`src/rtl/rgmii_tx_scheduler.sv`:
```
// Frame-level round-robin scheduler between two AXI-Stream byte sources
// feeding the RGMII transmit interface. Each frame gets a preamble and SFD.
// After each frame there is an inter-frame gap scaled to the link speed.
// A frame interrupted by a link drop is drained from its source and discarded.
module rgmii_tx_scheduler #(
    parameter int PREAMBLE_LEN = 7,
    parameter int IFG_BYTES    = 12
) (
    input  logic       clk_125mhz,
    input  logic       reset_n,
    input  logic       phy_link_status,
    input  logic [1:0] phy_speed_status,
    input  logic [7:0] s0_axis_tdata,
    input  logic       s0_axis_tvalid,
    input  logic       s0_axis_tlast,
    output logic       s0_axis_tready,
    input  logic [7:0] s1_axis_tdata,
    input  logic       s1_axis_tvalid,
    input  logic       s1_axis_tlast,
    output logic       s1_axis_tready,
    output logic [7:0] tx_axis_rgmii_tdata,
    output logic       tx_axis_rgmii_tvalid,
    input  logic       tx_axis_rgmii_tready,
    output logic [1:0] grant,
    output logic       underrun,
    output logic       drop_frame
);

    typedef enum logic [2:0] {
        ST_IDLE     = 3'd0,
        ST_PREAMBLE = 3'd1,
        ST_SFD      = 3'd2,
        ST_DATA     = 3'd3,
        ST_IFG      = 3'd4,
        ST_DROP     = 3'd5
    } state_e;

    localparam logic [3:0]  PRE_LAST = 4'(PREAMBLE_LEN - 1);
    localparam logic [10:0] IFG_1G   = 11'(IFG_BYTES);
    localparam logic [10:0] IFG_100M = 11'(IFG_BYTES * 10);
    localparam logic [10:0] IFG_10M  = 11'(IFG_BYTES * 100);

    // Gap length in clocks: one byte time is 1, 10 or 100 clocks at 1000/100/10 Mbps.
    function automatic logic [10:0] ifg_load(input logic [1:0] speed);
        logic [10:0] val;
        case (speed)
            2'd0:    val = IFG_10M;
            2'd1:    val = IFG_100M;
            default: val = IFG_1G;
        endcase
        return val;
    endfunction

    state_e      state_q, state_d;
    logic [1:0]  grant_q, grant_d;
    logic        last_grant_q, last_grant_d;   // 0 = source 0, 1 = source 1
    logic [10:0] ifg_cnt_q, ifg_cnt_d;
    logic [3:0]  pre_cnt_q, pre_cnt_d;
    logic        underrun_q, underrun_d;
    logic        drop_frame_q, drop_frame_d;

    logic [7:0]  src_tdata_s;
    logic        src_tvalid_s;
    logic        src_tlast_s;
    logic        src_tready_s;

    // Select the granted source's stream; nothing is selected while grant is 0.
    always_comb begin
        src_tdata_s  = 8'h00;
        src_tvalid_s = 1'b0;
        src_tlast_s  = 1'b0;
        if (grant_q[1]) begin
            src_tdata_s  = s1_axis_tdata;
            src_tvalid_s = s1_axis_tvalid;
            src_tlast_s  = s1_axis_tlast;
        end else if (grant_q[0]) begin
            src_tdata_s  = s0_axis_tdata;
            src_tvalid_s = s0_axis_tvalid;
            src_tlast_s  = s0_axis_tlast;
        end else begin
            src_tdata_s  = 8'h00;
            src_tvalid_s = 1'b0;
            src_tlast_s  = 1'b0;
        end
    end

    assign s0_axis_tready = grant_q[0] & src_tready_s;
    assign s1_axis_tready = grant_q[1] & src_tready_s;
    assign grant          = grant_q;
    assign underrun       = underrun_q;
    assign drop_frame     = drop_frame_q;

    // Next-state logic and per-state drive of the transmit interface.
    always_comb begin
        state_d              = state_q;
        grant_d              = grant_q;
        last_grant_d         = last_grant_q;
        ifg_cnt_d            = ifg_cnt_q;
        pre_cnt_d            = pre_cnt_q;
        underrun_d           = 1'b0;
        drop_frame_d         = 1'b0;
        src_tready_s         = 1'b0;
        tx_axis_rgmii_tdata  = 8'h00;
        tx_axis_rgmii_tvalid = 1'b0;
        case (state_q)
            ST_IDLE: begin
                pre_cnt_d = 4'd0;
                if (phy_link_status && s0_axis_tvalid && s1_axis_tvalid) begin
                    grant_d = last_grant_q ? 2'b01 : 2'b10;
                    state_d = ST_PREAMBLE;
                end else if (phy_link_status && s0_axis_tvalid) begin
                    grant_d = 2'b01;
                    state_d = ST_PREAMBLE;
                end else if (phy_link_status && s1_axis_tvalid) begin
                    grant_d = 2'b10;
                    state_d = ST_PREAMBLE;
                end else begin
                    state_d = ST_IDLE;
                end
            end
            ST_PREAMBLE: begin
                tx_axis_rgmii_tdata  = 8'h55;
                tx_axis_rgmii_tvalid = 1'b1;
                if (!phy_link_status) begin
                    state_d = ST_DROP;
                end else if (tx_axis_rgmii_tready) begin
                    if (pre_cnt_q == PRE_LAST) begin
                        pre_cnt_d = 4'd0;
                        state_d   = ST_SFD;
                    end else begin
                        pre_cnt_d = pre_cnt_q + 4'd1;
                    end
                end else begin
                    state_d = ST_PREAMBLE;
                end
            end
            ST_SFD: begin
                tx_axis_rgmii_tdata  = 8'hD5;
                tx_axis_rgmii_tvalid = 1'b1;
                if (!phy_link_status) begin
                    state_d = ST_DROP;
                end else if (tx_axis_rgmii_tready) begin
                    state_d = ST_DATA;
                end else begin
                    state_d = ST_SFD;
                end
            end
            ST_DATA: begin
                tx_axis_rgmii_tdata  = src_tdata_s;
                tx_axis_rgmii_tvalid = src_tvalid_s;
                src_tready_s         = tx_axis_rgmii_tready;
                underrun_d           = ~src_tvalid_s & tx_axis_rgmii_tready;
                // A last byte that transfers wins over a simultaneous link drop.
                if (src_tvalid_s && tx_axis_rgmii_tready && src_tlast_s) begin
                    last_grant_d = grant_q[1];
                    grant_d      = 2'b00;
                    ifg_cnt_d    = ifg_load(phy_speed_status);
                    state_d      = ST_IFG;
                end else if (!phy_link_status) begin
                    state_d = ST_DROP;
                end else begin
                    state_d = ST_DATA;
                end
            end
            ST_IFG: begin
                if (ifg_cnt_q != 11'd0) begin
                    ifg_cnt_d = ifg_cnt_q - 11'd1;
                end else begin
                    ifg_cnt_d = 11'd0;
                end
                // Leaving as the count reaches 1 makes the IDLE cycle the last gap clock.
                if (ifg_cnt_q <= 11'd2) begin
                    state_d = ST_IDLE;
                end else begin
                    state_d = ST_IFG;
                end
            end
            ST_DROP: begin
                src_tready_s = 1'b1;
                if (src_tvalid_s && src_tlast_s) begin
                    drop_frame_d = 1'b1;
                    last_grant_d = grant_q[1];
                    grant_d      = 2'b00;
                    state_d      = ST_IDLE;
                end else begin
                    state_d = ST_DROP;
                end
            end
            default: begin
                grant_d = 2'b00;
                state_d = ST_IDLE;
            end
        endcase
    end

    // State, grant bookkeeping, counters and status pulses.
    always_ff @(posedge clk_125mhz or negedge reset_n) begin
        if (!reset_n) begin
            state_q      <= ST_IDLE;
            grant_q      <= 2'b00;
            last_grant_q <= 1'b1;
            ifg_cnt_q    <= 11'd0;
            pre_cnt_q    <= 4'd0;
            underrun_q   <= 1'b0;
            drop_frame_q <= 1'b0;
        end else begin
            state_q      <= state_d;
            grant_q      <= grant_d;
            last_grant_q <= last_grant_d;
            ifg_cnt_q    <= ifg_cnt_d;
            pre_cnt_q    <= pre_cnt_d;
            underrun_q   <= underrun_d;
            drop_frame_q <= drop_frame_d;
        end
    end

endmodule

```
`config.mk`:
```
export PLATFORM = sky130hd
export DESIGN_NAME = rgmii_tx_scheduler
export DESIGN_NICKNAME = d
export VERILOG_FILES = /design/src/rtl/rgmii_tx_scheduler.sv
export SDC_FILE = /design/constraint.sdc
export NUM_CORES = 1
export LEC_CHECK = 0
export CAP_MARGIN = 20
export CORE_AREA = 2 2 60 62
export DETAILED_ROUTE_END_ITERATION = 12
export DIE_AREA = 0 0 62 64
export PLACE_DENSITY = 0.82
export SKIP_LAST_GASP = 1
export SYNTH_ARGS = -nofsm -noshare
export SYNTH_HDL_FRONTEND = slang
export SYNTH_SLANG_ARGS = --single-unit
```
`constraint.sdc`:
```
create_clock -name clk_125mhz -period 3.06 [get_ports clk_125mhz]
set_input_delay 0.918 -clock clk_125mhz [delete_from_list [all_inputs] [get_ports clk_125mhz]]
set_output_delay 0.918 -clock clk_125mhz [all_outputs]
set_load 0.01 [all_outputs]
```
==> impl_metrics.toml <==
[place]
io_buffers = 40
dp.cells = 280
hpwl_um = 3360
gp_congestion = 0.846
dp_worst_setup_slack_ns = -0.225
placed_cell_area_um2 = 2180

[clock_tree]
clockBufferDepth = 2
postCtsSetupBuffers = 0
htreeDepth = 1
cts_root_buf = "clkbuf_4"
clkLatencyLatePin_ns = 0.31
cts_tree = "done"
cts_made_buffers = 3
clkTransAtPathRegs_ns = 0.12
cts.sinks = 23

[timing]
skew_ns = 0.00433
rsz0062_at_grt = "no"
timing.final.crit_share = 0.980
setup_viol_count_final = 0
hold_viol = 0
tightest_slew_ns = 0.686
min_period_ns = 3.00
setup_slack_ns = 0.0620
relSlewSlack = 0.541
whs_ns = 0.532
fmax_mhz = 334
drv_slew = 0

[drt]
vias = 1717
vias_per_cell = 6.05
wl_um = 4320
dr.pass1.iters = 4
post_drt_wl_per_cell_um = 15.2
ant_nets = 0
drt_iter0_markers = 194
drc = 0

[layout]
stdcell_count = 284
final-seq-area_um2 = 577
nFillCells = 276
finalInstanceArea_um2 = 2200
multiInputGateArea_um2 = 1020
final_common_cell = "clkdlybuf4s50_1"
antenna_cells = 0
final_nets = 269
layout_common_cells = "clkdlybuf4s50_1 (29), dfrtp_1 (22), nand2_1 (15), nor2_1 (15), buf_4 (13)"
layout-drive-gt1-share = 0.122
syn2layout_area_growth_pct = 30.0

[setup_path]
worst-path-buf-inv = 2
regToRegStartpoint = "ifg_cnt_q[0]"
cpPeakStageDelay_ns = 0.41
crit_required_ns = 2.14
cp_data_arrival_time_ns = 2.08
crit_family = "buffers and inverters"
path_cells = "clkdlybuf4s50_1 -> and3b_1 -> o21a_1 -> and2_1 -> clkdlybuf4s15_1"
path_class = "in2out"
critPathSlowestCell = "clkdlybuf4s50_1"
end_kind = "primary output"
crit_start = "tx_axis_rgmii_tready"
critPathMaxFanout = 3
worstSetupStartpointType = "input port"

[hold_path]
hold_path.startpoint = "pre_cnt_q[3]"
min_path_type = "reg2reg"

[global_route]
grt_overflow_total = 0
grt_max_degree = 20
antenna_found_initial = 0
grt_pass1_vias = 1626
grtUsageTotal = 0.236
grt_pass1_wl_um = 7400

[logic_synthesis]
synth.avg_cell_area_um2 = 8.76
synth-warning-count = 0
yosysSeqAreaShare = 0.341
netlist_area_um2 = 1690
synth-async-reset-ratio = 1.00
synth-edff-count = 0
synth-seq-cells = 23
ys.flop_type = "dfrtp_1"
yosysUniqueCellTypes = 61
synth_nets = 223
syn_inst = 193

[floorplanning]
initial_core_util = 0.515
fp-row-count = 21
die_area_um2 = 3970
die_y_um = 64
die_w_um = 62
core_area_um2 = 3280
io_pins = 41

[power_and_ir_drop]
peakVddDrop_mv = 0.436
power_w = 0.00162
powerDensity_nw_per_um2 = 735
cellLeakagePower_nw = 0.930

[job]
drv_cap = 0

[status]
status = "finished, final reports clean"
logic make-up (layout without fill, tap and decap cells):
| logic type | after synthesis | after routing | share of synthesized area |
|---|---|---|---|
| muxes | 4 | 4 | 0.0251 |
| adders and majority gates | 4 | 4 | 0.0296 |
| buffers and inverters | 19 | 64 | 0.0533 |
| AOI/OAI and AO/OA | 67 | 67 | 0.291 |
| and+or+nand+nor | 76 | 76 | 0.260 |
| DFF | 23 | 23 | 0.341 |
registers in the layout, indices dropped and copies added, names as in the netlist:
| name | count |
|---|---|
| ifg_cnt_q | 11 |
| grant | 2 |
| state_q | 3 |
| pre_cnt_q | 4 |
| underrun | 1 |
| last_grant_q | 1 |
| drop_frame | 1 |
final timing paths:
| kind | slack, ns | depth (start not counted) | to |
|---|---|---|---|
| setup / recovery | 0.06 | 5 | s1_axis_tready |
| hold / removal | 0.53 | 2 | pre_cnt_q[3] |
| setup reg to reg | 0.88 | 6 | ifg_cnt_q[5] |
| hold reg to reg | 0.53 | 2 | pre_cnt_q[3] |
| max in group asynchronous | 1.47 | 2 | ifg_cnt_q[7] |
| min in group asynchronous | 1.00 | 1 | grant[1] |
metal layers:
metal	track usage	up-vias	wire length, µm
li1	-	842	-
met2	0.393	54	2230
met4	0.0479	0	27
met5	0	-	0
met1	0.322	815	1830
met3	0.0283	6	223
power breakdown:
group / switching, W / internal, W
sequential: 0.000145 / 0.000415
combinational: 0.000482 / 0.000429
clock: 0.0000930 / 0.0000509
total: 0.000720 / 0.000895
synth_stat cells (all sizes together), types with 4 or more instances:
library cell,n,share of area
nor3,9,0.027
or4,5,0.031
o21ai,14,0.044
a22oi,5,0.022
nor2,15,0.033
o22ai,4,0.018
a221oi,4,0.021
ha,4,0.030
buf,6,0.024
nand3,4,0.012
nand2,15,0.033
inv,7,0.016
a21oi,9,0.027
clkbuf,6,0.013
dfrtp,22,0.33
worst reg2reg max path: cells and delay by family, from the launching register on:
family,cells,cell delay [ns]
AO/OA/AOI/OAI,3,0.76
AND/OR/NAND/NOR,1,0.58
adder cells (fa/ha/maj),1,0.22
flip-flops,1,0.43
buffers and inverters,1,0.12
final cells by class:
type                            count  share of cell area
Timing Repair Buffer               53               0.221
Inverter                            7              0.0120
Tap cell                           46              0.0262
Clock buffer                        4              0.0120
Sequential cell                    23               0.262
Multi-Input combinational cell    151               0.466
through the flow:
step | util | setup TNS, ns
2_1_floorplan | - | 0
3_3_place_gp | 0.665 | -0.651
3_5_place_dp | 0.665 | -0.762
4_1_cts | 0.669 | 0
5_1_grt | 0.669 | 0
6_report | 0.669 | 0
what timing repair did:
action | in CTS | in global routing
hold endpoints to repair | 0 | 0
endpoints found under the setup margin | 11 | 2
gates resized for setup | 11 | 2
cloned | 0 | 0
hold buffers | 0 | 0
Power figures use the tool's default switching activity.
